[config.mk]
export PLATFORM = sky130hd
export DESIGN_NAME = ar_rxa_demod_flat
export DESIGN_NICKNAME = d
export VERILOG_FILES = /design/src/rtl/ar_rxa_demod_pkg.sv /design/src/rtl/ar_rxa_demod_if.sv /design/src/rtl/ar_rxa_demod_rx_timer.sv /design/src/rtl/ar_rxa_demod.sv /design/src/flat_wrapper.sv
export SDC_FILE = /design/constraint.sdc
export NUM_CORES = 1
export LEC_CHECK = 0
export CORE_MARGIN = 5
export CORE_UTILIZATION = 47
export CTS_CLUSTER_DIAMETER = 200
export CTS_CLUSTER_SIZE = 24
export DETAILED_ROUTE_END_ITERATION = 7
export DONT_BUFFER_PORTS = 1
export SETUP_SLACK_MARGIN = 0.1
export SYNTH_ARGS = -nofsm -noshare
export SYNTH_HDL_FRONTEND = slang
export SYNTH_SLANG_ARGS = --single-unit
export TNS_END_PERCENT = 50
[constraint.sdc]
create_clock -name clk -period 4.34 [get_ports clk]
set_clock_uncertainty 0.05 [all_clocks]
set_input_delay 1.302 -clock clk [delete_from_list [all_inputs] [get_ports clk]]
set_output_delay 1.302 -clock clk [all_outputs]
set_load 0.01 [all_outputs]
[src/rtl/ar_rxa_demod_pkg.sv]
// Frame constants for the AR_TXA/AR_RXA link plus receiver thresholds.
// One source for line-level constants shared by the transmit and receive sides.
package ar_rxa_demod_pkg;
  localparam int NS0       = 2048;
  localparam int DATA_BITS = 31;
  localparam int SPB_DEF   = 100;
  localparam int ACC_W_DEF = 20;
  localparam int DET_THR_DEF  = 64;
  localparam int MIN_E_DEF    = 1024;
  localparam int GAP_BITS_DEF = 8;

  typedef enum logic [1:0] {ST_IDLE, ST_DATA, ST_CHK, ST_GAP} state_e;

  // Magnitude of a 13-bit signed sample, saturated to 12 bits.
  function automatic logic [11:0] abs_sat(input logic signed [12:0] v);
    logic [12:0] m;
    m = v[12] ? 13'(-v) : 13'(v);
    return m[12] ? 12'hFFF : m[11:0];
  endfunction
endpackage

[src/rtl/ar_rxa_demod_if.sv]
// ADC sample stream in, decoded word and strobes out. The sampler side drives ce/RXA.
interface ar_rxa_demod_if;
  logic        ce;
  logic [11:0] RXA;
  logic        RXD;
  logic        en_rx;
  logic        T_cp;
  logic [30:0] DAT;
  logic        rdy;
  logic        err;

  modport master (output ce, RXA, input RXD, en_rx, T_cp, DAT, rdy, err);
  modport slave  (input ce, RXA, output RXD, en_rx, T_cp, DAT, rdy, err);
endinterface

[src/rtl/ar_rxa_demod_rx_timer.sv]
// Sample-in-bit, bit-interval and post-frame gap counters; all advance only on ce.
// Outputs are combinational decodes of the counters, valid in the ce cycle they flag.
module ar_rxa_demod_rx_timer
  import ar_rxa_demod_pkg::*;
#(
  parameter int SPB      = SPB_DEF,
  parameter int GAP_BITS = GAP_BITS_DEF
) (
  input  logic clk,
  input  logic rst_n,
  input  logic ce_i,
  input  logic start_i,
  input  logic run_i,
  input  logic gap_i,
  output logic ce_bit_o,
  output logic last_dat_o,
  output logic last_cp_o,
  output logic gap_done_o
);
  localparam int SW    = $clog2(SPB);
  localparam int GAP_N = GAP_BITS * SPB;
  localparam int GW    = $clog2(GAP_N + 1);
  localparam logic [SW-1:0] SAMP_LAST = SW'(SPB - 1);
  localparam logic [GW-1:0] GAP_LAST  = GW'(GAP_N - 1);

  logic [SW-1:0] samp_q;
  logic [4:0]    idx_q;
  logic [GW-1:0] gap_q;

  always_ff @(posedge clk or negedge rst_n) begin
    if (!rst_n) begin
      samp_q <= '0;
      idx_q  <= '0;
      gap_q  <= '0;
    end else begin
      // The trigger sample is already sample 0 of the first interval.
      if (start_i) begin
        samp_q <= SW'(1);
        idx_q  <= '0;
      end else if (ce_i && run_i) begin
        if (samp_q == SAMP_LAST) begin
          samp_q <= '0;
          idx_q  <= idx_q + 5'd1;
        end else begin
          samp_q <= samp_q + SW'(1);
        end
      end
      if (!gap_i)
        gap_q <= '0;
      else if (ce_i)
        gap_q <= gap_q + GW'(1);
    end
  end

  assign ce_bit_o   = ce_i && run_i && (samp_q == SAMP_LAST);
  assign last_dat_o = (idx_q == 5'(DATA_BITS - 1));
  assign last_cp_o  = (idx_q == 5'(DATA_BITS));
  assign gap_done_o = ce_i && gap_i && (gap_q == GAP_LAST);
endmodule

[src/rtl/ar_rxa_demod.sv]
// Integrate-and-dump demodulator: frame detect, 31 data bits MSB-first, odd check bit.
// rdy/err pulse one clock after the deciding ce; no backpressure, samples qualified by ce.
module ar_rxa_demod
  import ar_rxa_demod_pkg::*;
#(
  parameter int SPB      = SPB_DEF,
  parameter int ACC_W    = ACC_W_DEF,
  parameter int DET_THR  = DET_THR_DEF,
  parameter int MIN_E    = MIN_E_DEF,
  parameter int GAP_BITS = GAP_BITS_DEF
) (
  input logic clk,
  input logic rst_n,
  ar_rxa_demod_if.slave bus
);
  state_e                  state_q;
  logic signed [ACC_W-1:0] s_q, s_d;
  logic        [ACC_W-1:0] e_q, e_d;
  logic [DATA_BITS-1:0]    sh_q, dat_q;
  logic                    par_q, rxd_q, en_rx_q, tcp_q, rdy_q, err_q;

  logic signed [12:0] x;
  logic [11:0]        ax;
  logic               trig, bit_dec, dropout;
  logic               ce_bit, last_dat, last_cp, gap_done;

  assign x       = signed'({1'b0, bus.RXA} - 13'(NS0));
  assign ax      = abs_sat(x);
  assign trig    = (ax >= 12'(DET_THR));
  assign s_d     = s_q + ACC_W'(x);
  assign e_d     = e_q + ACC_W'(ax);
  assign bit_dec = !s_d[ACC_W-1] && (s_d != '0);
  assign dropout = (e_d < ACC_W'(MIN_E));

  ar_rxa_demod_rx_timer #(.SPB(SPB), .GAP_BITS(GAP_BITS)) u_timer (
    .clk        (clk),
    .rst_n      (rst_n),
    .ce_i       (bus.ce),
    .start_i    (bus.ce && (state_q == ST_IDLE) && trig),
    .run_i      ((state_q == ST_DATA) || (state_q == ST_CHK)),
    .gap_i      (state_q == ST_GAP),
    .ce_bit_o   (ce_bit),
    .last_dat_o (last_dat),
    .last_cp_o  (last_cp),
    .gap_done_o (gap_done)
  );

  always_ff @(posedge clk or negedge rst_n) begin
    if (!rst_n) begin
      state_q <= ST_IDLE;
      s_q     <= '0;
      e_q     <= '0;
      sh_q    <= '0;
      dat_q   <= '0;
      par_q   <= 1'b0;
      rxd_q   <= 1'b0;
      en_rx_q <= 1'b0;
      tcp_q   <= 1'b0;
      rdy_q   <= 1'b0;
      err_q   <= 1'b0;
    end else begin
      rdy_q <= 1'b0;
      err_q <= 1'b0;
      if (bus.ce) begin
        case (state_q)
          ST_IDLE: if (trig) begin
            state_q <= ST_DATA;
            en_rx_q <= 1'b1;
            s_q     <= ACC_W'(x);
            e_q     <= ACC_W'(ax);
            par_q   <= 1'b1;
          end
          ST_DATA, ST_CHK: begin
            if (ce_bit) begin
              s_q   <= '0;
              e_q   <= '0;
              rxd_q <= bit_dec;
              if (dropout) begin
                err_q   <= 1'b1;
                en_rx_q <= 1'b0;
                tcp_q   <= 1'b0;
                state_q <= ST_GAP;
              end else if (!last_cp) begin
                sh_q  <= {sh_q[DATA_BITS-2:0], bit_dec};
                par_q <= par_q ^ bit_dec;
                if (last_dat) begin
                  state_q <= ST_CHK;
                  tcp_q   <= 1'b1;
                end
              end else begin
                // par_q holds the check value that makes the total ones count odd.
                if (bit_dec == par_q) begin
                  dat_q <= sh_q;
                  rdy_q <= 1'b1;
                end else begin
                  err_q <= 1'b1;
                end
                en_rx_q <= 1'b0;
                tcp_q   <= 1'b0;
                state_q <= ST_GAP;
              end
            end else begin
              s_q <= s_d;
              e_q <= e_d;
            end
          end
          ST_GAP: if (gap_done) state_q <= ST_IDLE;
          default: state_q <= ST_IDLE;
        endcase
      end
    end
  end

  assign bus.RXD   = rxd_q;
  assign bus.en_rx = en_rx_q;
  assign bus.T_cp  = tcp_q;
  assign bus.DAT   = dat_q;
  assign bus.rdy   = rdy_q;
  assign bus.err   = err_q;
endmodule

[src/flat_wrapper.sv]
// flat-port wrapper written by rule: the top's interface ports become plain ports
module ar_rxa_demod_flat import ar_rxa_demod_pkg::*;
#(
  parameter int SPB      = SPB_DEF,
  parameter int ACC_W    = ACC_W_DEF,
  parameter int DET_THR  = DET_THR_DEF,
  parameter int MIN_E    = MIN_E_DEF,
  parameter int GAP_BITS = GAP_BITS_DEF
)
  (clk, rst_n, bus_ce, bus_RXA, bus_RXD, bus_en_rx, bus_T_cp, bus_DAT, bus_rdy, bus_err);
  ar_rxa_demod_if bus_i ();
  input logic clk;
  input logic rst_n;
  input wire logic [$bits(bus_i.ce)-1:0] bus_ce;
  input wire logic [$bits(bus_i.RXA)-1:0] bus_RXA;
  output wire logic [$bits(bus_i.RXD)-1:0] bus_RXD;
  output wire logic [$bits(bus_i.en_rx)-1:0] bus_en_rx;
  output wire logic [$bits(bus_i.T_cp)-1:0] bus_T_cp;
  output wire logic [$bits(bus_i.DAT)-1:0] bus_DAT;
  output wire logic [$bits(bus_i.rdy)-1:0] bus_rdy;
  output wire logic [$bits(bus_i.err)-1:0] bus_err;
  assign bus_i.ce = bus_ce;
  assign bus_i.RXA = bus_RXA;
  assign bus_RXD = bus_i.RXD;
  assign bus_en_rx = bus_i.en_rx;
  assign bus_T_cp = bus_i.T_cp;
  assign bus_DAT = bus_i.DAT;
  assign bus_rdy = bus_i.rdy;
  assign bus_err = bus_i.err;
  ar_rxa_demod #(.SPB(SPB), .ACC_W(ACC_W), .DET_THR(DET_THR), .MIN_E(MIN_E), .GAP_BITS(GAP_BITS)) u_core (.clk(clk), .rst_n(rst_n), .bus(bus_i));
endmodule
==> impl_metrics.py, run 1 <==
metrics = {
    "outcome": {
        "status": "finished with violations",
        "violations": "negative setup slack",
    },
    "logic_synthesis": {
        "async_reset_ff_frac": 1.00,
        "synth_cells": 770,
        "syn_nets": 830,
        "synth_edf_count": 0,
        "synthFlopType": "dfrtp_1",
        "yosys_warnings": 0,
        "syn_area_um2": 7860,
        "synth_mux_area_frac": 0.110,
        "ys_ff_latch": 132,
        "ys_seq_area_frac": 0.420,
        "synth_fa_ha_area_frac": 0.0735,
        "synth_top_family_by_area": "compound AO/OA/AOI/OAI gates",
        "synth-simple-area-share": 0.144,
        "synth_cell_types": 72,
        "syn_avg_cell_area_um2": 10.2,
        "synth_compound_area_frac": 0.161,
        "yosys.area_share.xor_xnor": 0.0579,
    },
    "worst_setup_path": {
        "critPathLaunchType": "input port",
        "crit_path_top_delay_cell": "a2111oi_4",
        "path_common_cell": "buf_4",
        "cp_max_fo": 7,
        "worstSetupPathType": "in2reg",
        "end_kind": "flop",
        "cp.required_ns": 4.60,
        "slowest_delay_ns": 0.41,
        "crit_chain": "clkinvlp_4 -> ha_4 -> a21oi_2 -> xor2_1 -> buf_4 -> buf_4 -> buf_4 -> ha_1 -> a21oi_1 -> o21ai_2 -> o21ai_2 -> a21oi_2 -> mux2i_2 -> a2111oi_4 -> o2111ai_4 -> inv_2 -> nor4b_4 -> buf_6 -> clkbuf_16 -> mux2_4",
        "crit_arrival_ns": 4.73,
        "cp_top_family": "compound AO/OA/AOI/OAI gates",
        "critPathBufInv": 7,
    },
    "power": {
        "pwr_density_cell_nw_per_um2": 631,
        "leakage_nw": 4.57,
        "peakVddDrop_v": 0.000490,
    },
    "floorplan": {
        "coreArea_um2": 16500,
        "ios": 51,
        "die_w_um": 139,
        "die_area_um2": 19400,
        "start_util": 0.476,
        "die_height_um": 139,
        "rows": 47,
    },
    "route": {
        "drt_wl_total_um": 19400,
        "drcViolationCount": 0,
        "drtPass1Iterations": 5,
        "drt_iter0_markers": 394,
        "vias_per_cell": 5.76,
        "vias": 6329,
        "wl_per_cell_um": 17.7,
        "antenna_left": 0,
    },
    "placement": {
        "place_area_um2": 8900,
        "pre_cts_slack_ns": -0.630,
        "place.gp.congestion": 0.944,
        "portBuffers": 0,
        "dpl.hpwl_um": 13500,
    },
    "timing": {
        "drv_slew": 0,
        "rsz0062_at_grt": "yes",
        "worst_pin_slew_ns": 0.735,
        "whs_ns": 0.441,
        "slew_headroom": 0.508,
        "period_needed_ns": 4.47,
        "setup_viol": 62,
        "hold_viol": 0,
        "timing.fmax_mhz": 224,
        "setup_ws_ns": -0.128,
        "finalCritPeriodShare": 1.03,
    },
    "grt": {
        "grt_overflow": 0,
        "grt_pass1_wl_um": 32700,
        "grt_max_degree": 133,
        "antenna_found_initial": 0,
        "track_usage": 0.204,
        "grt_pass1_vias": 6557,
    },
    "clocking": {
        "cts.hold.buffers_added": 0,
        "cts.sinks": 132,
        "clk_latency_ns": 0.43,
        "cts_buffer_depth": 2,
        "cts_tree": "built",
        "htree_levels": 4,
        "clk_pin_slew_worst_paths_ns": 0.07,
        "numCtsBuffers": 17,
        "cts-root-buf": "clkbuf_16",
    },
    "run": {
        "cap_viol_max_count": 0,
    },
    "finish": {
        "nets": 926,
        "drive_gt1_frac": 0.300,
        "final_cell_area_um2": 9810,
        "antenna_cells": 0,
        "area_growth_pct": 24.8,
    },
    "hold_path": {
        "hp-class": "reg2reg",
    },
}
[power by group]
part | total (W) | switching, W | internal (W)
Clock | 0.00146 | 0.000636 | 0.000826
Sequential | 0.00159 | 0.000161 | 0.00143
Combinational | 0.00314 | 0.00166 | 0.00148
[flip-flops by register name, indices dropped and copies added (netlist names)]
signal	flops
u_core.bus.DAT	31
u_core.bus.RXD	1
u_core.bus.T_cp	1
u_core.bus.en_rx	1
u_core.bus.err	1
u_core.bus.rdy	1
u_core.e_q	20
u_core.par_q	1
u_core.s_q	20
u_core.sh_q	31
u_core.state_q	2
u_core.u_timer.gap_q	10
u_core.u_timer.idx_q	5
u_core.u_timer.samp_q	7
[cell families (layout without fill, tap and decap cells)]
kind of cell	after synthesis	count (layout)
AOI/OAI and AO/OA	188	188
xor gates and xnor gates	52	52
adders and majority gates	45	45
buffers and inverters	62	171
DFF	132	132
muxes	67	67
and+or+nand+nor	224	224
[timing repair]
action	CTS	global route
pin swaps	9	14
resized for setup	27	14
gates cloned	2	1
buffers inserted	8	1
endpoints found under the hold margin	0	0
endpoints found under the setup margin	65	69
[cell usage in the layout, fill, tap and decap left out, types with 4 or more instances in the layout]
master	count
clkbuf_16	18
nand4_1	15
ha_4	4
inv_1	26
mux2_2	32
nand3_1	24
ha_1	38
nor4_1	4
xnor2_1	28
a31oi_1	11
and2_1	12
a22oi_1	5
a21o_1	14
nor3_1	18
o21a_1	11
nand2_1	66
a21oi_2	10
nand2b_1	4
inv_8	6
buf_4	101
or3_1	5
mux2_4	30
a221o_1	8
a211oi_1	4
nor2_1	39
xor2_1	22
dfrtp_1	132
o21ai_0	36
o221ai_1	5
a21oi_1	36
o31ai_1	4
mux2i_1	4
and3_1	4
[final timing paths]
check | endpoint | start | cells after the start | slack, ns
worst max-delay path | u_core.bus.DAT[1] | bus_RXA[1] | 20 | -0.13
worst min-delay path | u_core.s_q[12] | u_core.s_q[12] | 2 | 0.44
worst max register to register | u_core.bus.DAT[0] | u_core.s_q[0] | 15 | 0.36
worst min register to register | u_core.s_q[12] | u_core.s_q[12] | 2 | 0.44
max in group asynchronous | u_core.s_q[12] | rst_n | 0 | 3.47
min in group asynchronous | u_core.e_q[2] | rst_n | 0 | 0.52
[cells in the mapped netlist (4+ instances only)]
| cell type | number | area (µm²) |
|---|---|---|
| and3_1 | 6 | 37.5 |
| ha_1 | 43 | 538 |
| nand2b_1 | 4 | 25.0 |
| or3_1 | 5 | 31.3 |
| o221ai_1 | 5 | 43.8 |
| mux2_4 | 30 | 450 |
| o31ai_1 | 4 | 30.0 |
| and2_1 | 14 | 87.6 |
| nor2_1 | 42 | 158 |
| a2111oi_0 | 4 | 35.0 |
| xnor2_1 | 29 | 254 |
| dfrtp_1 | 132 | 3300 |
| xor2_1 | 23 | 201 |
| mux2_2 | 32 | 360 |
| a21o_1 | 15 | 113 |
| a22oi_1 | 5 | 37.5 |
| a31oi_1 | 12 | 75.1 |
| nor3_1 | 19 | 95.1 |
| mux2i_1 | 5 | 50.1 |
| buf_2 | 8 | 40.0 |
| a21oi_1 | 46 | 230 |
| o21ai_0 | 40 | 200 |
| a221o_1 | 8 | 80.1 |
| nand4_1 | 15 | 93.8 |
| inv_1 | 29 | 109 |
| nand2_1 | 66 | 248 |
| a211oi_1 | 6 | 45.0 |
| clkbuf_1 | 20 | 75.1 |
| o21a_1 | 11 | 82.6 |
| nor4_1 | 5 | 31.3 |
| nand3_1 | 25 | 125 |
[layer usage]
layer  up-vias  track usage  routed length, µm
met5         -            0                  0
met2       147        0.341               9650
met4         0       0.0742                392
li1       2998            -                  -
met3        33       0.0401                832
met1      3151        0.262               8530
[per-stage QoR]
step | cells | utilization | TNS, ns | total power, W
finish | 1099 | 0.594 | -6.69 | 0.00619
global route | 1099 | 0.594 | -17.76 | 0.00664
CTS | 1097 | 0.589 | -4.45 | 0.00617
detailed placement | 1055 | 0.539 | -35.29 | 0.00459
global placement | 1055 | 0.539 | -32.11 | 0.00449
floorplan | 770 | - | -19.19 | 0.00349
[area by class of cell]
type	count	area, µm²
clock inverter	15	180
tap	220	275
timing repair buffer	110	932
inverter	29	113
multi-input combinational	576	4580
clock buffer	17	425
sequential	132	3300
fill	1308	6710
[worst register-to-register path, delay by kind of cell (launching register included)]
kind	cells	cell delay, ns
AO/OA/AOI/OAI	5	1.31
adder cells (fa/ha/maj)	2	0.54
buffers and inverters	3	0.39
flip-flops	1	0.37
multiplexers	1	0.34
AND/OR/NAND/NOR	4	0.87
No activity file was read; power rests on OpenSTA's default activity.
==> run 2: changes to the inputs <==
- CTS_CLUSTER_SIZE: 24 -> 14
- PLACE_DENSITY: unset -> 0.63
- SYNTH_HIERARCHICAL: unset -> 1
==> impl_metrics.py, run 2 <==
metrics = {
    "hold_path": {
        "hp-class": "reg2reg",
        "whs_endpoint": "u_core/s_q[3]",
        "hold_path.startpoint": "u_core/s_q[3]",
        "hold_depth": 2,
    },
    "floorplan": {
        "ios": 51,
        "die_w_um": 143,
        "die_area_um2": 20500,
        "coreArea_um2": 17400,
        "rows": 48,
        "start_util": 0.479,
        "die_height_um": 143,
    },
    "route": {
        "vias_per_cell": 5.87,
        "wl_per_cell_um": 18.4,
        "drt_wl_total_um": 22400,
        "drcViolationCount": 0,
        "drtPass1Iterations": 5,
        "drt_iter0_markers": 559,
        "antenna_left": 0,
        "vias": 7128,
    },
    "worst_setup_path": {
        "crit_path_top_delay_cell": "or4_4",
        "rrSetupSlack_ns": -0.05,
        "slowest_delay_ns": 0.55,
        "crit_arrival_ns": 5.17,
        "end_kind": "flop",
        "crit_chain": "nor4_4 -> buf_4 -> a41oi_2 -> xnor2_1 -> inv_1 -> ha_4 -> a211oi_4 -> o221ai_2 -> nor3_2 -> o31a_1 -> nand4_1 -> or4_4 -> or2_4 -> or4b_4 -> buf_12 -> buf_16 -> mux2_4",
        "worstSetupPathType": "in2reg",
        "ff2ff_path_depth": 14,
        "critPathLaunchType": "input port",
        "cp.required_ns": 4.60,
        "cp_max_fo": 8,
        "r2r_start": "u_core/s_q[0]",
        "reg2reg_to": "u_core/bus.DAT[8]",
    },
    "timing": {
        "rsz0062_at_grt": "yes",
        "setup_ws_ns": -0.568,
        "worst_pin_slew_ns": 1.29,
        "slew_headroom": 0.136,
        "drv_slew": 0,
        "finalCritPeriodShare": 1.13,
        "hold_viol": 0,
        "timing.fmax_mhz": 204,
        "period_needed_ns": 4.91,
        "setup_viol": 67,
    },
    "logic_synthesis": {
        "ys_ff_latch": 132,
        "synth_top_area_frac": 0.397,
        "synth.most_common_cell": "dfrtp_1",
        "synth_cells": 851,
        "syn_nets": 911,
        "synth_edf_count": 0,
        "syn_area_um2": 8320,
        "synthFlopType": "dfrtp_1",
        "synthTopCellsByArea": "dfrtp_1 40%, ha_1 6.5%, mux2_4 5.2%, mux2_2 4.9%, a21oi_1 3.5%",
        "yosys-top-cells-count": "132 x dfrtp_1, 77 x nand2_1, 59 x a21oi_1",
        "async_reset_ff_frac": 1.00,
        "ys_seq_area_frac": 0.397,
        "syn_avg_cell_area_um2": 9.78,
        "yosys_warnings": 6,
        "synth_cell_types": 69,
        "synth_top_cell_by_area": "dfrtp_1",
    },
    "finish": {
        "nets": 1037,
        "layout_commonest_cell": "buf_4",
        "drive_gt1_frac": 0.304,
        "final_util": 0.605,
        "area_growth_pct": 26.2,
        "antenna_cells": 0,
        "layout_common_cells": "143 x buf_4, 132 x dfrtp_1, 77 x nand2_1",
    },
    "power": {
        "seqPwrFrac": 0.247,
        "switching_power_w": 0.00248,
        "internal_power_w": 0.00382,
        "pwr_density_cell_nw_per_um2": 601,
        "switching_share": 0.394,
        "clkPwrFrac": 0.235,
        "total_power_w": 0.00631,
        "combPwrFrac": 0.519,
        "leakage_nw": 4.93,
        "peakVddDrop_v": 0.000396,
    },
    "clocking": {
        "clk_pin_slew_worst_paths_ns": 0.07,
        "numCtsBuffers": 17,
        "clk_latency_ns": 0.42,
        "htree_levels": 4,
        "cts_buffer_depth": 2,
        "cts_tree": "built",
        "cts.hold.buffers_added": 0,
        "cts.sinks": 132,
        "cts-root-buf": "clkbuf_16",
    },
    "outcome": {
        "status": "finished with violations",
        "violations": "negative setup slack",
    },
    "run": {
        "cap_viol_max_count": 0,
    },
    "grt": {
        "track_usage": 0.222,
        "grt_max_degree": 133,
        "grt_pass1_wl_um": 36700,
        "antenna_found_initial": 0,
        "grt_pass1_vias": 7299,
        "grt_overflow": 0,
    },
    "placement": {
        "portBuffers": 0,
        "dpl.hpwl_um": 15200,
        "place.gp.congestion": 0.881,
    },
}
run 2: cell types whose count changed after synthesis, moves of 7 or more:
cell,delta
xnor2_1,-9
buf_2,-8
a21o_1,-9
nand2_1,+11
nand3_1,-7
o21ai_0,+18
clkbuf_1,+16
a211oi_1,+7
and3_1,+7
a21oi_1,+13
run 2: cell type report:
| cell class | instances | area (µm²) |
|---|---|---|
| fill | 1418 | 6860 |
| multi-input combinational | 647 | 4960 |
| sequential | 132 | 3300 |
| timing repair buffer | 151 | 1250 |
| clock buffer | 17 | 425 |
| tap | 225 | 282 |
| clock inverter | 15 | 174 |
| inverter | 28 | 105 |
run 2: critical path, delay by kind of cell:
kind / cells / cell delay, ns
buf+inv: 4 / 0.58
simple gates: 6 / 1.79
fa+ha+maj: 1 / 0.28
mux: 1 / 0.30
xor+xnor: 1 / 0.22
compound gates: 4 / 0.68
run 2: per-stage QoR:
step	setup TNS, ns	setup WS, ns	cell area [µm²]	hold slack [ns]	std cells
6_report	-24.34	-0.568	10500	0.434	1215
5_1_grt	-31.31	-0.674	10500	0.479	1215
4_1_cts	-20.54	-0.490	10300	0.440	1208
3_5_place_dp	-63.10	-1.14	9450	0.424	1163
3_3_place_gp	-58.65	-1.08	9450	0.418	1163
2_1_floorplan	-38.22	-0.649	8380	0.403	851
run 2: timing repair:
action,in CTS,in global routing
cloned,3,0
pin swaps,17,15
buffers inserted,10,9
endpoints found under the setup margin,69,69
gates resized for setup,25,31
run 2: worst max path at each step:
| stage | start | to | slack [ns] |
|---|---|---|---|
| 2_1_floorplan | bus_RXA[3] | u_core/bus.DAT[10] | -0.65 |
| 3_3_place_gp | bus_RXA[3] | u_core/bus.DAT[18] | -1.08 |
| 3_5_place_dp | bus_RXA[3] | u_core/bus.DAT[15] | -1.14 |
| 4_1_cts | bus_RXA[4] | u_core/bus.DAT[12] | -0.49 |
| 5_1_grt | bus_RXA[4] | u_core/bus.DAT[8] | -0.67 |
| 6_report | bus_RXA[4] | u_core/bus.DAT[8] | -0.57 |
run 2: cell families (layout without fill, tap and decap cells):
| kind of cell | Yosys count | after routing | synth area share |
|---|---|---|---|
| simple gates | 254 | 254 | 0.156 |
| compound gates | 235 | 235 | 0.183 |
| flops | 132 | 132 | 0.397 |
| mux | 74 | 74 | 0.112 |
| buf+inv | 72 | 211 | 0.0411 |
| fa+ha+maj | 45 | 45 | 0.0695 |
| xor+xnor | 39 | 39 | 0.0411 |
run 2: metal layers:
layer	GRT usage	part of all wire	wire length, µm
met2	0.383	0.50	11300
met3	0.0442	0.048	1080
met1	0.279	0.43	9580
met4	0.0730	0.019	426
met5	0	0	0
run 2: power by group through the flow:
stage	logic [W]	registers [W]	clock network (W)
3_3_place_gp	0.00296	0.00155	0
5_1_grt	0.00358	0.00158	0.00155
3_5_place_dp	0.00304	0.00157	0
6_report	0.00327	0.00156	0.00148
2_1_floorplan	0.00186	0.00152	0
4_1_cts	0.00317	0.00155	0.00150
==> run 3: changes to the inputs <==
- PLACE_DENSITY: 0.63 -> 0.74
==> impl_metrics.py, run 3 (synthesized netlist as in run 2, its figures left out) <==
metrics = {
    "outcome": {
        "status": "finished with violations",
        "violations": "negative setup slack",
    },
    "timing": {
        "rsz0062_at_grt": "yes",
        "setup_viol": 67,
        "slew_headroom": 0.294,
        "period_needed_ns": 4.88,
        "drv_slew": 0,
        "whs_ns": 0.441,
        "timing.fmax_mhz": 205,
        "setup_ws_ns": -0.539,
        "finalCritPeriodShare": 1.12,
        "hold_viol": 0,
        "worst_pin_slew_ns": 1.06,
    },
    "grt": {
        "grt_max_degree": 133,
        "antenna_found_initial": 0,
        "grt_overflow": 0,
        "grt_pass1_wl_um": 36800,
        "track_usage": 0.221,
        "grt_pass1_vias": 7283,
    },
    "power": {
        "peakVddDrop_v": 0.000401,
        "pwr_density_cell_nw_per_um2": 610,
        "leakage_nw": 4.97,
        "total_power_w": 0.00644,
    },
    "worst_setup_path": {
        "reg2reg_to": "u_core/bus.DAT[10]",
        "cp_max_fo": 8,
        "rrSetupSlack_ns": -0.03,
        "crit_arrival_ns": 5.14,
        "critPathLaunchType": "input port",
        "cp.required_ns": 4.60,
        "end_kind": "flop",
        "worstSetupPathType": "in2reg",
        "r2r_start": "u_core/s_q[0]",
        "crit_start": "bus_RXA[4]",
        "ff2ff_path_depth": 13,
    },
    "placement": {
        "dpl.hpwl_um": 14500,
        "portBuffers": 0,
        "place_area_um2": 9550,
        "dp.cells": 1178,
        "place.gp.congestion": 0.893,
    },
    "finish": {
        "layout_commonest_cell": "buf_4",
        "layout_common_cells": "150 x buf_4, 132 x dfrtp_1, 77 x nand2_1",
        "drive_gt1_frac": 0.307,
        "antenna_cells": 0,
        "seqCellArea_um2": 3300,
        "n_fill_cell": 1378,
        "nets": 1043,
        "final_cells": 1221,
        "multi_input_area_um2": 4970,
        "final_cell_area_um2": 10600,
        "area_growth_pct": 26.9,
    },
    "floorplan": {
        "rows": 48,
        "start_util": 0.479,
        "die_w_um": 143,
        "die_height_um": 143,
        "ios": 51,
        "coreArea_um2": 17400,
        "die_area_um2": 20500,
    },
    "clocking": {
        "htree_levels": 4,
        "clk_latency_ns": 0.43,
        "clk_pin_slew_worst_paths_ns": 0.07,
        "numCtsBuffers": 17,
        "cts-root-buf": "clkbuf_16",
        "cts_buffer_depth": 2,
        "cts.sinks": 132,
        "cts.hold.buffers_added": 0,
        "cts_tree": "built",
    },
    "route": {
        "drtPass1Iterations": 7,
        "vias_per_cell": 5.84,
        "drcViolationCount": 0,
        "antenna_left": 0,
        "drt_wl_total_um": 22000,
        "wl_per_cell_um": 18.0,
        "vias": 7131,
        "drt_iter0_markers": 468,
    },
    "run": {
        "cap_viol_max_count": 0,
    },
    "hold_path": {
        "hp-class": "reg2reg",
        "whs_endpoint": "u_core/s_q[5]",
        "hold_depth": 2,
        "hold_path.startpoint": "u_core/s_q[5]",
    },
}
[run 3: changes by cell type in the layout (fill, tap and decap cells not counted), sizes merged]
cell,delta
bufinv,+1
buf,+4
clkbuf,+2
inv,-1
[run 3: area by class of cell]
| cell class | instances | share of cell area |
|---|---|---|
| inverters | 28 | 0.00996 |
| repair buffers | 157 | 0.120 |
| multi-input cells | 647 | 0.471 |
| clock inverters | 15 | 0.0194 |
| flip-flops and latches | 132 | 0.313 |
| well taps | 225 | 0.0267 |
| clock buffers | 17 | 0.0403 |
[run 3: how the worst max path moves through the flow]
stage,end,slack [ns],cells past startpoint
after global routing,u_core/bus.DAT[2],-0.67,15
after floorplan,u_core/bus.DAT[10],-0.65,17
after global placement,u_core/bus.DAT[15],-1.07,13
after CTS,u_core/bus.DAT[22],-0.42,16
final,u_core/bus.DAT[10],-0.54,15
after detailed placement,u_core/bus.DAT[11],-1.16,13
[run 3: worst max-delay path: stages]
cell,delay (ns)
nor4_4,0.27
buf_6,0.18
a41oi_4,0.14
xor2_2,0.23
ha_4,0.32
nand4_1,0.21
a211oi_4,0.42
nor3_4,0.10
a211oi_2,0.23
nand4_1,0.14
or4_4,0.54
or2_4,0.24
or4b_4,0.30
clkbuf_16,0.20
mux2_4,0.31
[run 3: where the power goes]
group          switching (W)  total, W  internal, W  leakage, nW
Combinational        0.00169   0.00332      0.00163         2.88
Clock               0.000668   0.00156     0.000889        0.308
Sequential          0.000149   0.00156      0.00141         1.78
[run 3: per-layer routing]
layer	part of all wire	track usage	vias up	routed length (µm)
met5	0	0	-	0
met4	0.024	0.0675	0	529
met3	0.053	0.0449	49	1160
met2	0.49	0.370	207	10800
met1	0.43	0.288	3453	9540
li1	-	-	3422	-
[run 3: through the flow]
step | setup slack (ns) | TNS [ns] | utilization
2_1_floorplan | -0.649 | -38.22 | -
3_3_place_gp | -1.07 | -59.09 | 0.550
3_5_place_dp | -1.16 | -63.74 | 0.550
4_1_cts | -0.420 | -14.85 | 0.598
5_1_grt | -0.666 | -37.13 | 0.608
6_report | -0.539 | -26.47 | 0.608
[run 3: what timing repair did]
action                                  in CTS  in global routing
endpoints found under the setup margin      69                 69
pin swaps                                   13                 13
gates resized for setup                     26                 18
gates cloned                                 1                  2
hold endpoints to repair                     0                  0
setup buffers                                4                  5
